==> config.mk <==
export PLATFORM = sky130hd
export DESIGN_NAME = alu_seq
export DESIGN_NICKNAME = d
export VERILOG_FILES = /design/src/rtl/alu_pkg.sv /design/src/rtl/alu_seq.sv
export SDC_FILE = /design/constraint.sdc
export NUM_CORES = 1
export LEC_CHECK = 0
export ABC_AREA = 1
export BUFFER_PORTS_ARGS = -buffer_cell sky130_fd_sc_hd__buf_2
export CORE_MARGIN = 4
export CORE_UTILIZATION = 54
export DETAILED_ROUTE_END_ITERATION = 8
export GPL_ROUTABILITY_DRIVEN = 1
export PLACE_DENSITY_LB_ADDON = 0.08
export SLEW_MARGIN = 20
export SYNTH_ARGS = -nofsm -noshare
export SYNTH_HDL_FRONTEND = slang
export SYNTH_SLANG_ARGS = --single-unit
==> constraint.sdc <==
create_clock -name clk -period 2.85 [get_ports clk]
set_input_delay 0.285 -clock clk [delete_from_list [all_inputs] [get_ports clk]]
set_output_delay 0.285 -clock clk [all_outputs]
set_load 0.02 [all_outputs]
==> src/rtl/alu_pkg.sv <==
// ============================================================================
//  Module : alu_pkg
//  Brief  : ALU command codes, sequencer op encoding and sequencer states.
//  Rev    : 1.0  initial release
// ============================================================================
`default_nettype none

package alu_pkg;

  localparam logic [2:0] ALU_ADD = 3'b000;
  localparam logic [2:0] ALU_SHL = 3'b001;
  localparam logic [2:0] ALU_SHR = 3'b010;

  typedef enum logic [1:0] {
    ADD = 2'b00,
    SHL = 2'b01,
    SHR = 2'b10,
    ILL = 2'b11
  } seq_op_t;

  typedef enum logic [1:0] {
    IDLE = 2'b00,
    RUN  = 2'b01,
    DONE = 2'b10
  } seq_state_t;

endpackage

`default_nettype wire

==> src/rtl/alu_seq.sv <==
// ============================================================================
//  Module : alu_seq
//  Brief  : Splits an NBYTES-wide add/shift into byte commands for the 8-bit
//           ALU. Optional macro ALU_SEQ_CIN_EN adds a carry/fill-in port cin.
//  Rev    : 1.0  initial release
// ============================================================================
`default_nettype none

module alu_seq
  import alu_pkg::*;
#(
  parameter int NBYTES = 2
) (
  input  logic                clk,
  input  logic                reset,
  input  logic                start,
  input  logic [1:0]          op,
  input  logic [8*NBYTES-1:0] opA,
  input  logic [8*NBYTES-1:0] opB,
`ifdef ALU_SEQ_CIN_EN
  input  logic                cin,
`endif
  output logic [2:0]          alu_cmd,
  output logic [7:0]          inA,
  output logic [7:0]          inB,
  output logic                sc_i,
  input  logic [7:0]          rslt,
  input  logic                sc_o,
  output logic                busy,
  output logic                done,
  output logic [8*NBYTES-1:0] result,
  output logic                carry_out
);

  localparam int W    = 8 * NBYTES;
  localparam int IDXW = (NBYTES > 1) ? $clog2(NBYTES) : 1;
  localparam logic [IDXW-1:0] c_last_idx = IDXW'(NBYTES - 1);

  seq_state_t      r_state;
  seq_state_t      w_next_state;
  seq_op_t         r_op;
  logic [W-1:0]    r_a;
  logic [W-1:0]    r_b;
  logic [IDXW-1:0] r_idx;
  logic            r_carry;
  logic [W-1:0]    r_result;
  logic            r_carry_out;
  logic            w_cin;
  logic            w_accept;
  logic            w_last;
  logic [7:0]      w_byte_a;
  logic [7:0]      w_byte_b;

`ifdef ALU_SEQ_CIN_EN
  assign w_cin = cin;
`else
  assign w_cin = 1'b0;
`endif

  assign w_accept  = (r_state == IDLE) && start;
  // SHR walks MSB to LSB, the others LSB to MSB
  assign w_last    = (r_op == SHR) ? (r_idx == '0) : (r_idx == c_last_idx);
  assign result    = r_result;
  assign carry_out = r_carry_out;

  always_comb begin
    w_byte_a = 8'h00;
    w_byte_b = 8'h00;
    for (int i = 0; i < NBYTES; i++) begin
      if (r_idx == IDXW'(i)) begin
        w_byte_a = r_a[8*i +: 8];
        w_byte_b = r_b[8*i +: 8];
      end
    end
  end

  always_ff @(posedge clk or posedge reset) begin
    if (reset) begin
      r_state <= IDLE;
    end else begin
      r_state <= w_next_state;
    end
  end

  always_comb begin
    w_next_state = r_state;
    busy         = 1'b0;
    done         = 1'b0;
    alu_cmd      = ALU_ADD;
    inA          = 8'h00;
    inB          = 8'h00;
    sc_i         = 1'b0;
    case (r_state)
      IDLE: begin
        if (start) begin
          w_next_state = (seq_op_t'(op) == ILL) ? DONE : RUN;
        end
      end
      RUN: begin
        busy = 1'b1;
        inA  = w_byte_a;
        inB  = (r_op == ADD) ? w_byte_b : 8'h00;
        sc_i = r_carry;
        case (r_op)
          SHL:     alu_cmd = ALU_SHL;
          SHR:     alu_cmd = ALU_SHR;
          default: alu_cmd = ALU_ADD;
        endcase
        if (w_last) begin
          w_next_state = DONE;
        end
      end
      DONE: begin
        done         = 1'b1;
        w_next_state = IDLE;
      end
      default: w_next_state = IDLE;
    endcase
  end

  always_ff @(posedge clk or posedge reset) begin
    if (reset) begin
      r_op        <= ADD;
      r_a         <= '0;
      r_b         <= '0;
      r_idx       <= '0;
      r_carry     <= 1'b0;
      r_result    <= '0;
      r_carry_out <= 1'b0;
    end else if (w_accept) begin
      r_op        <= seq_op_t'(op);
      r_a         <= opA;
      r_b         <= opB;
      r_carry     <= w_cin;
      r_idx       <= (seq_op_t'(op) == SHR) ? c_last_idx : '0;
      r_result    <= '0;
      r_carry_out <= 1'b0;
    end else if (r_state == RUN) begin
      for (int i = 0; i < NBYTES; i++) begin
        if (r_idx == IDXW'(i)) begin
          r_result[8*i +: 8] <= rslt;
        end
      end
      r_carry <= sc_o;
      if (w_last) begin
        r_carry_out <= sc_o;
      end else begin
        r_idx <= (r_op == SHR) ? (r_idx - IDXW'(1)) : (r_idx + IDXW'(1));
      end
    end
  end

endmodule

`default_nettype wire
==> results of run 1 <==
-- layout by cell type, fill, tap and decap left out, drive strengths merged --
cell	synthesis	routed
o211ai	1	1
nor3	1	1
a21oi	16	16
clkinv	0	1
nand3	6	6
nand4	1	1
clkbuf	1	5
dlygate4sd3	0	1
o22ai	1	1
buf	13	85
nor2	14	14
o21ai	13	13
conb	1	1
inv	29	31
a21boi	1	1
dfrtp	55	55
nand2	179	179
-- state kept, by name, summed over array words and instances, names as in the netlist --
register,cells
r_carry,1
r_state,2
r_idx,1
result,16
carry_out,1
r_a,16
r_op,2
r_b,16
-- worst max-delay path, cell delays in order (launching register included) --
cell and delay, ns:
sky130_fd_sc_hd__dfrtp_1 0.67, sky130_fd_sc_hd__inv_2 0.43, sky130_fd_sc_hd__nand2_1 0.09, sky130_fd_sc_hd__a21oi_1 0.20
sky130_fd_sc_hd__buf_2 0.20
-- metal layers --
layer  up-vias  wire (um)  track usage
li1       1161          -            -
met1      1050       2720        0.277
met2        74       2830        0.343
met4         0         75       0.0712
met3         8        409       0.0544
met5         -          0            0
-- path summary, 6_finish.rpt --
path	start	endpoint	cells past startpoint
min reg2reg	result[1]$_DFFE_PP0P_	result[1]$_DFFE_PP0P_	2
min in group asynchronous	reset	r_a[4]$_DFFE_PP0P_	3
max	r_idx$_DFFE_PP0P_	inB[7]	4
min	opA[7]	r_a[7]$_DFFE_PP0P_	3
max in group asynchronous	reset	r_b[2]$_DFFE_PP0P_	4
max reg2reg	r_idx$_DFFE_PP0P_	result[8]$_DFFE_PP0P_	3
-- cell type report --
| cell class | count | area [sq um] | share of cell area |
|---|---|---|---|
| timing repair buffer | 86 | 440 | 0.143 |
| clock inverter | 3 | 22.5 | 0.00729 |
| inverter | 29 | 111 | 0.0360 |
| clock buffer | 5 | 68.8 | 0.0223 |
| multi-input combinational | 234 | 1000 | 0.325 |
| tap | 52 | 65.1 | 0.0211 |
| sequential | 55 | 1380 | 0.446 |
-- kinds of logic after synthesis --
kind of cell	share of synthesized area
other	0.00144
AOI/OAI and AO/OA	0.0727
buffers and inverters	0.0838
DFF	0.530
and+or+nand+nor	0.312
-- power groups by stage --
stage / logic, mW / registers [mW] / clock network (mW)
after CTS: 1.52 / 1.40 / 0.457
after detailed placement: 1.53 / 1.40 / 0
final: 1.50 / 1.40 / 0.444
after floorplan: 1.07 / 1.46 / 0
after global routing: 1.69 / 1.44 / 0.496
after global placement: 1.47 / 1.40 / 0
==> load_flow_metrics.sql, run 1 <==
INSERT INTO impl_metrics (metric_group, metric, value, unit) VALUES
('grt', 'wire_length_of_the_first_global_routing_pass', '10.3', 'mm'),
('detailed_routing', 'wl_per_cell', '13.0', 'um'),
('yosys', 'syn-num-nets', '378', ''),
('sta', 'hold_viol_final', '0', ''),
('min_path', 'worst_hold_path_type', 'input port to flop', ''),
('placed_design', 'gpl.final_weighted_congestion', '0.760', ''),
('power', 'combinationalPowerShare', '0.449', ''),
('critical_path', 'cp_data_arrival_time', '1.91', 'ns'),
('clock_network', 'cts_repair_resize_count', '0', ''),
('placed_design', 'place_hpwl', '4.20', 'mm'),
('power', 'finalPower', '3.34', 'mW'),
('grt', 'globalRouteOverflowTotal', '0', ''),
('sta', 'post-route-period-util', '0.769', ''),
('job', 'max-cap-violations', '0', ''),
('clock_network', 'cts_num_sinks', '55', ''),
('clock_network', 'clock_insertion_delay_worst_skew', '0.31', 'ns'),
('yosys', 'synth_flop_cell', 'sky130_fd_sc_hd__dfrtp_1', ''),
('sta', 'grt_setup_unrepaired', 'no', ''),
('yosys', 'post-synth-top-area-cell', 'sky130_fd_sc_hd__dfrtp_1', ''),
('floorplan', 'die_h', '77.4', 'um'),
('critical_path', 'worst-path-max-fanout', '20', ''),
('clock_network', 'cts-htree-levels', '2', ''),
('grt', 'grt_start_max_net_pins', '43', ''),
('critical_path', 'end_kind', 'primary output', ''),
('critical_path', 'ff2ff_setup_slack', '0.99', 'ns'),
('grt', 'number_of_global_route_vias_before_repair', '2280', ''),
('detailed_routing', 'detail_route.iter0.violations', '140', ''),
('detailed_routing', 'post_drt_via_cell_ratio', '4.94', ''),
('clock_network', 'num_cts_buffers', '5', ''),
('placed_design', 'place.detailed.instances', '455', ''),
('yosys', 'top_area_cell_type_share_of_the_netlist_area', '0.530', ''),
('power', 'switching_power', '1.54', 'mW'),
('critical_path', 'crit_path_class', 'flop to primary output', ''),
('sta', 'setup_ws', '0.658', 'ns'),
('sta', 'timing.clock.skew', '0.00571', 'ns'),
('power', 'peakVddDrop', '0.617', 'mV'),
('status', 'status', 'completed', ''),
('detailed_routing', 'totalWireLength', '6.03', 'mm'),
('yosys', 'synth.lib_cells_used.distinct', '25', ''),
('detailed_routing', 'total_via_count_after_detailed_routing', '2293', ''),
('clock_network', 'number_of_buffers_inserted_to_repair_setup_after_cts', '0', ''),
('clock_network', 'tritoncts', 'yes', ''),
('sta', 'tns', '0', 'ns'),
('floorplan', 'coreArea', '0.00450', 'sq mm'),
('critical_path', 'startpoint_type', 'flop', ''),
('power', 'clock_power_share', '0.133', ''),
('yosys', 'post_synth_instance_area', '0.00260', 'sq mm'),
('power', 'total_leakage_power', '1.80', 'nW'),
('yosys', 'postSynth.asyncResetShare', '1.00', ''),
('clock_network', 'max-clock-path-buffers', '2', ''),
('floorplan', 'boundaryPins', '85', ''),
('sta', 'transition_time_at_the_pin_with_the_least_slew_margin', '0.741', 'ns'),
('clock_network', 'cts_hold_repair.buffers', '1', ''),
('sta', 'timing.final.max_slew_violations', '0', ''),
('clock_network', 'clkSlewWorstSetupHoldPaths', '0.11', 'ns'),
('layout', 'fin_util', '0.686', ''),
('placed_design', 'dpl_cell_area', '0.00299', 'sq mm'),
('power', 'power_frac_seq', '0.418', ''),
('power', 'switching_share', '0.462', ''),
('layout', 'final_cells', '464', ''),
('detailed_routing', 'drt_first_pass_iters', '4', ''),
('grt', 'antenna_found_initial', '0', ''),
('yosys', 'yosys_warnings', '0', ''),
('clock_network', 'clock-root-buffer', 'sky130_fd_sc_hd__clkbuf_8', ''),
('layout', 'fill_cells', '392', ''),
('yosys', 'netlist_top_cells_count', 'sky130_fd_sc_hd__nand2_1 (177), sky130_fd_sc_hd__dfrtp_1 (55), sky130_fd_sc_hd__inv_1 (26), sky130_fd_sc_hd__a21oi_1 (16), sky130_fd_sc_hd__o21ai_0 (10)', ''),
('layout', 'num-nets-final', '457', ''),
('power', 'power_per_cell_area', '1080', 'mW/mm^2'),
('layout', 'drive_above_1_share', '0.262', ''),
('detailed_routing', 'antenna_violating_nets_post_route', '0', ''),
('grt', 'grtUsageTotal', '0.211', '');
(Power assumes the default switching activity.)
==> run 2: changes to the inputs <==
ABC_AREA = 0   (was 1)
CORE_UTILIZATION = 45   (was 54)
clock period = 1.8 ns   (was 2.85 ns; I/O delays follow)
==> run 2 against run 1 <==
Power grew 66%. Sequential share of layout area down 0.78 points. Synthesized area fell by 2.8%. Count of clock-buffer cells in the layout grew 3. Critical path depth is the same. First-iteration DRC count shrank 17%. Non-clock buffer count up 10. Die area is 15% higher. Synthesized cell count is 13% lower. Flip-flop and latch count unchanged. Core utilization shrank 11 points. Critical path type unchanged. Highest routed layer unchanged.
==> load_flow_metrics.sql, run 2 <==
INSERT INTO impl_metrics (metric_group, metric, value, unit) VALUES
('layout', 'fin_util', '0.575', ''),
('layout', 'antenna_cells', '0', ''),
('grt', 'antenna_found_initial', '0', ''),
('clock_network', 'cts_num_sinks', '55', ''),
('sta', 'timing.clock.skew', '0.00442', 'ns'),
('floorplan', 'floorplan.initialDensity', '0.461', ''),
('grt', 'grtUsageMet3', '0.0466', ''),
('clock_network', 'tritoncts', 'yes', ''),
('detailed_routing', 'drt_first_pass_iters', '4', ''),
('critical_path', 'cp.required', '1.62', 'ns'),
('clock_network', 'max-clock-path-buffers', '2', ''),
('floorplan', 'die_h', '82.9', 'um'),
('floorplan', 'coreArea', '0.00547', 'sq mm'),
('placed_design', 'place.port_buffers', '83', ''),
('clock_network', 'num_cts_buffers', '5', ''),
('sta', 'worst_hold_slack_across_all_endpoints', '0.0576', 'ns'),
('yosys', 'syn-num-nets', '335', ''),
('yosys', 'postSynth.asyncResetShare', '1.00', ''),
('critical_path', 'crit_path_cell_trace', 'nand2b_4, or3_4, nor2_1, buf_2', ''),
('grt', 'number_of_global_route_vias_before_repair', '2189', ''),
('grt', 'met1_layer_usage_reported_by_global_route', '0.228', ''),
('critical_path', 'worst-path-max-fanout', '8', ''),
('clock_network', 'cts-htree-levels', '2', ''),
('yosys', 'synth_flop_cell', 'sky130_fd_sc_hd__dfrtp_1', ''),
('yosys', 'synth.top_cells.by_area', 'sky130_fd_sc_hd__dfrtp_1 (55%), sky130_fd_sc_hd__nand2_1 (18%), sky130_fd_sc_hd__mux2i_1 (6.3%), sky130_fd_sc_hd__o21ai_0 (3.6%), sky130_fd_sc_hd__nor2_1 (3.4%)', ''),
('yosys', 'top_area_cell_type_share_of_the_netlist_area', '0.545', ''),
('critical_path', 'crit_path_class', 'flop to primary output', ''),
('yosys', 'netlist_top_cells_count', 'sky130_fd_sc_hd__nand2_1 (122), sky130_fd_sc_hd__dfrtp_1 (55), sky130_fd_sc_hd__nor2_1 (23), sky130_fd_sc_hd__o21ai_0 (18), sky130_fd_sc_hd__mux2i_1 (16)', ''),
('placed_design', 'place_hpwl', '4.23', 'mm'),
('floorplan', 'die_width', '82.9', 'um'),
('yosys', 'synth_cells', '289', ''),
('layout', 'mostFrequentLayoutCells', 'sky130_fd_sc_hd__nand2_1 (122), sky130_fd_sc_hd__buf_2 (81), sky130_fd_sc_hd__dfrtp_1 (55), sky130_fd_sc_hd__nor2_1 (23), sky130_fd_sc_hd__o21ai_0 (18)', ''),
('sta', 'finalSetupViolCount', '0', ''),
('yosys', 'synth.lib_cells_used.distinct', '28', ''),
('critical_path', 'cp_data_arrival_time', '1.52', 'ns'),
('critical_path', 'startpoint_type', 'flop', ''),
('job', 'max-cap-violations', '0', ''),
('placed_design', 'dp_slack', '0.320', 'ns'),
('clock_network', 'clock-root-buffer', 'sky130_fd_sc_hd__clkbuf_8', ''),
('detailed_routing', 'total_via_count_after_detailed_routing', '2156', ''),
('clock_network', 'clock_insertion_delay_worst_skew', '0.30', 'ns'),
('power', 'total_leakage_power', '1.75', 'nW'),
('yosys', 'post-synth-top-area-cell', 'sky130_fd_sc_hd__dfrtp_1', ''),
('min_path', 'worst_hold_path_type', 'input port to flop', ''),
('detailed_routing', 'drc_markers', '0', ''),
('sta', 'post-route-period-util', '0.942', ''),
('critical_path', 'cp_slowest_stage_delay', '0.39', 'ns'),
('yosys', 'synth_seq_cells', '55', ''),
('layout', 'num-nets-final', '420', ''),
('placed_design', 'gpl.final_weighted_congestion', '0.748', ''),
('critical_path', 'end_kind', 'primary output', ''),
('critical_path', 'path_buf_inv', '1', ''),
('detailed_routing', 'wl_per_cell', '12.9', 'um'),
('yosys', 'synth_enable_flop_cells', '0', ''),
('sta', 'tns', '0', 'ns'),
('status', 'status', 'completed', ''),
('power', 'peakVddDrop', '0.659', 'mV'),
('yosys', 'post_synthesis_sequential_area_ratio', '0.545', ''),
('grt', 'globalRouteOverflowTotal', '0', ''),
('grt', 'grt_most_used_layer', 'met2', ''),
('power', 'power_per_cell_area', '1770', 'mW/mm^2'),
('yosys', 'most_used_standard_cell_by_instance_count_after_synthesis', 'sky130_fd_sc_hd__nand2_1', ''),
('floorplan', 'rows', '27', ''),
('yosys', 'syn_avg_cell_area', '8.74', 'sq um'),
('clock_network', 'number_of_buffers_inserted_to_repair_setup_after_cts', '0', ''),
('yosys', 'yosys_warnings', '0', ''),
('sta', 'hold_viol_final', '0', ''),
('grt', 'grt_util_met2', '0.285', ''),
('sta', 'timing.final.max_slew_violations', '0', ''),
('yosys', 'post_synth_instance_area', '0.00252', 'sq mm'),
('detailed_routing', 'antenna_violating_nets_post_route', '0', ''),
('grt', 'grtUsageTotal', '0.172', ''),
('critical_path', 'critical-path-top-delay-family', 'simple AND/OR/NAND/NOR gates', ''),
('floorplan', 'die-area', '0.00687', 'sq mm'),
('grt', 'grt_start_max_net_pins', '31', ''),
('layout', 'drive_above_1_share', '0.291', ''),
('critical_path', 'crit_slowest_cell', 'sky130_fd_sc_hd__dfrtp_1', ''),
('layout', 'mostFrequentLayoutCell', 'sky130_fd_sc_hd__nand2_1', ''),
('detailed_routing', 'post_drt_via_cell_ratio', '4.82', ''),
('sta', 'grt_setup_unrepaired', 'no', ''),
('grt', 'wire_length_of_the_first_global_routing_pass', '9.94', 'mm'),
('sta', 'setup_ws', '0.104', 'ns'),
('detailed_routing', 'totalWireLength', '5.78', 'mm'),
('sta', 'final_critical_period', '1.70', 'ns'),
('sta', 'max_freq', '590', 'MHz'),
('detailed_routing', 'detail_route.iter0.violations', '116', ''),
('layout', 'fill_cells', '541', ''),
('layout', 'layout-area-overhead-vs-synth', '24.5', '%'),
('clock_network', 'clkSlewWorstSetupHoldPaths', '0.09', 'ns'),
('floorplan', 'boundaryPins', '85', '');
-- run 2: changes by cell type in the layout (fill, tap and decap cells not counted), sizes merged, moves of 3 or more --
cell,previous run,this run
a21oi,16,8
buf,85,95
clkbuf,5,8
inv,31,2
mux2i,0,17
nand2,179,122
nand3,6,10
nor2,14,24
o21ai,13,18
-- run 2: power by group --
part | total, mW | switching, mW | internal (mW) | leakage [nW]
clock | 0.735 | 0.383 | 0.352 | 0.0515
combinational | 2.68 | 1.65 | 1.02 | 1.01
sequential | 2.15 | 0.324 | 1.82 | 0.693
total | 5.56 | 2.36 | 3.20 | 1.75
-- run 2: final timing paths --
check / start / to / slack [ns] / cells after the start
max: r_state[1]$_DFFE_PP0P_ / inB[4] / 0.10 / 4
min: opB[13] / r_b[13]$_DFFE_PP0P_ / 0.06 / 3
max reg2reg: r_state[1]$_DFFE_PP0P_ / r_a[12]$_DFFE_PP0P_ / 0.33 / 6
min reg2reg: r_a[2]$_DFFE_PP0P_ / r_a[2]$_DFFE_PP0P_ / 0.48 / 2
max in group asynchronous: reset / r_a[2]$_DFFE_PP0P_ / 1.04 / 4
min in group asynchronous: reset / result[8]$_DFFE_PP0P_ / 0.47 / 4
-- run 2: cells by family after synthesis --
family | count (synthesis) | synth area share
AND/OR/NAND/NOR | 165 | 0.266
AO/OA/AOI/OAI | 29 | 0.0605
XOR/XNOR | 1 | 0.00347
other | 1 | 0.00149
buffers and inverters | 20 | 0.0466
flip-flops | 55 | 0.545
multiplexers | 18 | 0.0768
-- run 2: timing repair --
action / in CTS / in global routing
resized for setup: 1 / 2
endpoints found under the hold margin: 55 / 0
hold buffers: 1 / 0
setup endpoints to repair: 8 / 2
-- run 2: worst register-to-register path, delay by kind of cell (launching register included) --
kind                   cells  cell delay [ns]
DFF                        1             0.39
buffers and inverters      2             0.48
and+or+nand+nor            4             0.49
-- run 2: layout make-up --
| class | instances | area, sq um | area share |
|---|---|---|---|
| Multi-Input combinational cell | 214 | 1040 | 0.330 |
| Timing Repair Buffer | 96 | 533 | 0.170 |
| Inverter | 2 | 7.51 | 0.00239 |
| Tap cell | 72 | 90.1 | 0.0287 |
| Sequential cell | 55 | 1380 | 0.438 |
| Clock buffer | 8 | 100 | 0.0318 |
-- run 2: through the flow --
| step | area (sq um) | instances | power [mW] |
|---|---|---|---|
| floorplan | 2520 | 289 | 4.07 |
| global placement | 3020 | 438 | 4.82 |
| detailed placement | 3020 | 438 | 4.87 |
| CTS | 3140 | 447 | 5.63 |
| global route | 3140 | 447 | 6.05 |
| finish | 3140 | 447 | 5.56 |
-- run 2: metal layers --
layer  vias to the layer above  wire length [um]
met2                        63              2730
met3                         2               350
met4                         0                24
met5                         -                 0
li1                       1083                 -
met1                      1008              2680
==> run 3: changes to the inputs <==
SETUP_SLACK_MARGIN = 0.5   (was unset)
==> run 3 against run 2 <==
Clock skew grew 0.0037 ns. Sequential share of layout area shrank 5.0 points. Clock power is 10% lower. Combinational power up 33%. First-iteration DRC count is 51% lower. Critical path depth unchanged. Largest cell class unchanged. Largest power group unchanged.
==> load_flow_metrics.sql, run 3 (synthesis gave the netlist of run 2 again) <==
INSERT INTO impl_metrics (metric_group, metric, value, unit) VALUES
('power', 'switching_power', '2.65', 'mW'),
('layout', 'layout-area-overhead-vs-synth', '40.7', '%'),
('power', 'switching_share', '0.415', ''),
('detailed_routing', 'total_via_count_after_detailed_routing', '2204', ''),
('grt', 'antenna_found_initial', '1', ''),
('power', 'combinationalPowerShare', '0.559', ''),
('detailed_routing', 'wl_per_cell', '13.4', 'um'),
('floorplan', 'coreArea', '0.00547', 'sq mm'),
('floorplan', 'die_width', '82.9', 'um'),
('clock_network', 'cts_num_sinks', '55', ''),
('layout', 'drive_above_1_share', '0.380', ''),
('placed_design', 'place_hpwl', '3.91', 'mm'),
('clock_network', 'clock-root-buffer', 'sky130_fd_sc_hd__clkbuf_8', ''),
('grt', 'wire_length_of_the_first_global_routing_pass', '10.1', 'mm'),
('critical_path', 'cp.required', '1.62', 'ns'),
('critical_path', 'cp_slowest_stage_delay', '0.40', 'ns'),
('job', 'max-cap-violations', '0', ''),
('detailed_routing', 'antenna_violating_nets_post_route', '0', ''),
('layout', 'fill_cells', '497', ''),
('floorplan', 'floorplan.initialDensity', '0.461', ''),
('power', 'total_leakage_power', '1.87', 'nW'),
('grt', 'grt_util_met2', '0.302', ''),
('clock_network', 'clock_insertion_delay_worst_skew', '0.30', 'ns'),
('status', 'status', 'completed', ''),
('layout', 'num-nets-final', '434', ''),
('sta', 'timing.final.max_slew_violations', '0', ''),
('clock_network', 'tritoncts', 'yes', ''),
('power', 'power_per_cell_area', '1790', 'mW/mm^2'),
('power', 'finalPower', '6.37', 'mW'),
('layout', 'final_cells', '461', ''),
('min_path', 'worst_hold_path_type', 'input port to flop', ''),
('critical_path', 'critical-path-top-delay-family', 'simple AND/OR/NAND/NOR gates', ''),
('detailed_routing', 'totalWireLength', '6.17', 'mm'),
('detailed_routing', 'post_drt_via_cell_ratio', '4.78', ''),
('power', 'clock_power_share', '0.103', ''),
('placed_design', 'dp_slack', '0.318', 'ns'),
('grt', 'number_of_global_route_vias_before_repair', '2185', ''),
('grt', 'grt_start_max_net_pins', '56', ''),
('sta', 'grt_setup_unrepaired', 'yes', ''),
('placed_design', 'place.port_buffers', '83', ''),
('sta', 'tns', '0', 'ns'),
('layout', 'antenna_cells', '0', ''),
('clock_network', 'clkSlewWorstSetupHoldPaths', '0.09', 'ns'),
('grt', 'met1_layer_usage_reported_by_global_route', '0.222', ''),
('critical_path', 'crit_slowest_cell', 'sky130_fd_sc_hd__dfrtp_1', ''),
('critical_path', 'cp_data_arrival_time', '1.55', 'ns'),
('layout', 'mostFrequentLayoutCell', 'sky130_fd_sc_hd__nand2_1', ''),
('critical_path', 'crit_path_cell_trace', 'nand2b_4, or3_4, nor2_1, buf_4', ''),
('clock_network', 'num_cts_buffers', '5', ''),
('placed_design', 'gpl.final_weighted_congestion', '0.745', ''),
('power', 'peakVddDrop', '0.795', 'mV'),
('grt', 'globalRouteOverflowTotal', '0', ''),
('sta', 'hold_viol_final', '0', ''),
('floorplan', 'rows', '27', ''),
('critical_path', 'worst-path-max-fanout', '8', ''),
('critical_path', 'path_buf_inv', '1', ''),
('placed_design', 'place.detailed.instances', '435', ''),
('sta', 'final_critical_period', '1.73', 'ns'),
('floorplan', 'die_h', '82.9', 'um'),
('sta', 'post-route-period-util', '0.959', ''),
('grt', 'grtUsageTotal', '0.177', ''),
('floorplan', 'boundaryPins', '85', ''),
('power', 'power_frac_seq', '0.338', ''),
('detailed_routing', 'drt_first_pass_iters', '4', ''),
('power', 'internal_power', '3.72', 'mW'),
('sta', 'setup_ws', '0.0745', 'ns'),
('critical_path', 'crit_path_class', 'flop to primary output', ''),
('layout', 'mostFrequentLayoutCells', 'sky130_fd_sc_hd__nand2_1 (120), sky130_fd_sc_hd__buf_2 (64), sky130_fd_sc_hd__dfrtp_1 (54), sky130_fd_sc_hd__buf_4 (24), sky130_fd_sc_hd__o21ai_0 (18)', ''),
('critical_path', 'startpoint_type', 'flop', ''),
('critical_path', 'end_kind', 'primary output', ''),
('detailed_routing', 'detail_route.iter0.violations', '57', ''),
('clock_network', 'max-clock-path-buffers', '2', ''),
('layout', 'fin_util', '0.649', ''),
('clock_network', 'cts-htree-levels', '2', ''),
('detailed_routing', 'drc_markers', '0', ''),
('sta', 'max_freq', '580', 'MHz'),
('grt', 'grtUsageMet3', '0.0526', ''),
('floorplan', 'die-area', '0.00687', 'sq mm'),
('sta', 'finalSetupViolCount', '0', ''),
('grt', 'grt_most_used_layer', 'met2', ''),
('sta', 'timing.clock.skew', '0.00817', 'ns');
==> run 3: repair_timing <==
action / in CTS / in global routing
endpoints found under the hold margin: 55 / 0
gates cloned: 2 / 1
hold buffers: 1 / 0
setup endpoints to repair: 72 / 76
resized for setup: 35 / 26
pin swaps: 3 / 4
buffers inserted: 8 / 6
==> run 3: layer usage <==
metal / part of all wire / routed length, um / vias to the layer above
met4: 0.0052 / 32 / 2
met1: 0.46 / 2820 / 1025
met3: 0.057 / 353 / 6
li1: - / - / 1115
met5: 0.0021 / 13 / -
met2: 0.48 / 2960 / 56
==> run 3: final cells by class <==
cell class              count  area, sq um  share of cell area
clock buffers               6         72.6              0.0204
clock inverters             2         12.5             0.00352
inverters                   2         15.0             0.00423
multi-input cells         214         1140               0.320
flip-flops and latches     55         1380               0.388
well taps                  72         90.1              0.0254
repair buffers            110          847               0.238
==> run 3: final timing paths <==
kind	startpoint	slack (ns)	depth (start not counted)	to
worst max-delay path	r_state[1]$_DFFE_PP0P_	0.07	4	inB[4]
worst min-delay path	opB[2]	0.06	3	r_b[2]$_DFFE_PP0P_
worst max register to register	r_state[1]$_DFFE_PP0P_	0.37	8	r_a[13]$_DFFE_PP0P_
worst min register to register	r_b[15]$_DFFE_PP0P_	0.48	2	r_b[15]$_DFFE_PP0P_
max in group asynchronous	reset	1.05	4	r_idx$_DFFE_PP0P_
min in group asynchronous	reset	0.50	4	r_b[8]$_DFFE_PP0P_
==> run 3: metrics by stage <==
stage	hold slack (ns)	area [sq um]
floorplan	0.254	2550
global placement	0.278	3060
detailed placement	0.278	3060
CTS	0.0490	3380
global route	0.0533	3550
finish	0.0585	3550
==> run 3: worst register-to-register path: stages (launching register included) <==
cell                      delay, ns
sky130_fd_sc_hd__dfrtp_1       0.40
sky130_fd_sc_hd__buf_4         0.15
sky130_fd_sc_hd__buf_12        0.12
sky130_fd_sc_hd__nor2_4        0.10
sky130_fd_sc_hd__and2_4        0.21
sky130_fd_sc_hd__buf_4         0.14
sky130_fd_sc_hd__buf_12        0.13
sky130_fd_sc_hd__nand2_1       0.06
sky130_fd_sc_hd__nand2_1       0.06
==> run 3: power groups by stage <==
stage	clock, mW	sequential [mW]	combinational [mW]
final	0.658	2.15	3.56
after global routing	0.741	2.22	3.90
after CTS	0.686	2.15	3.23
after detailed placement	0	2.17	2.78
after global placement	0	2.15	2.75
after floorplan	0	2.30	1.82
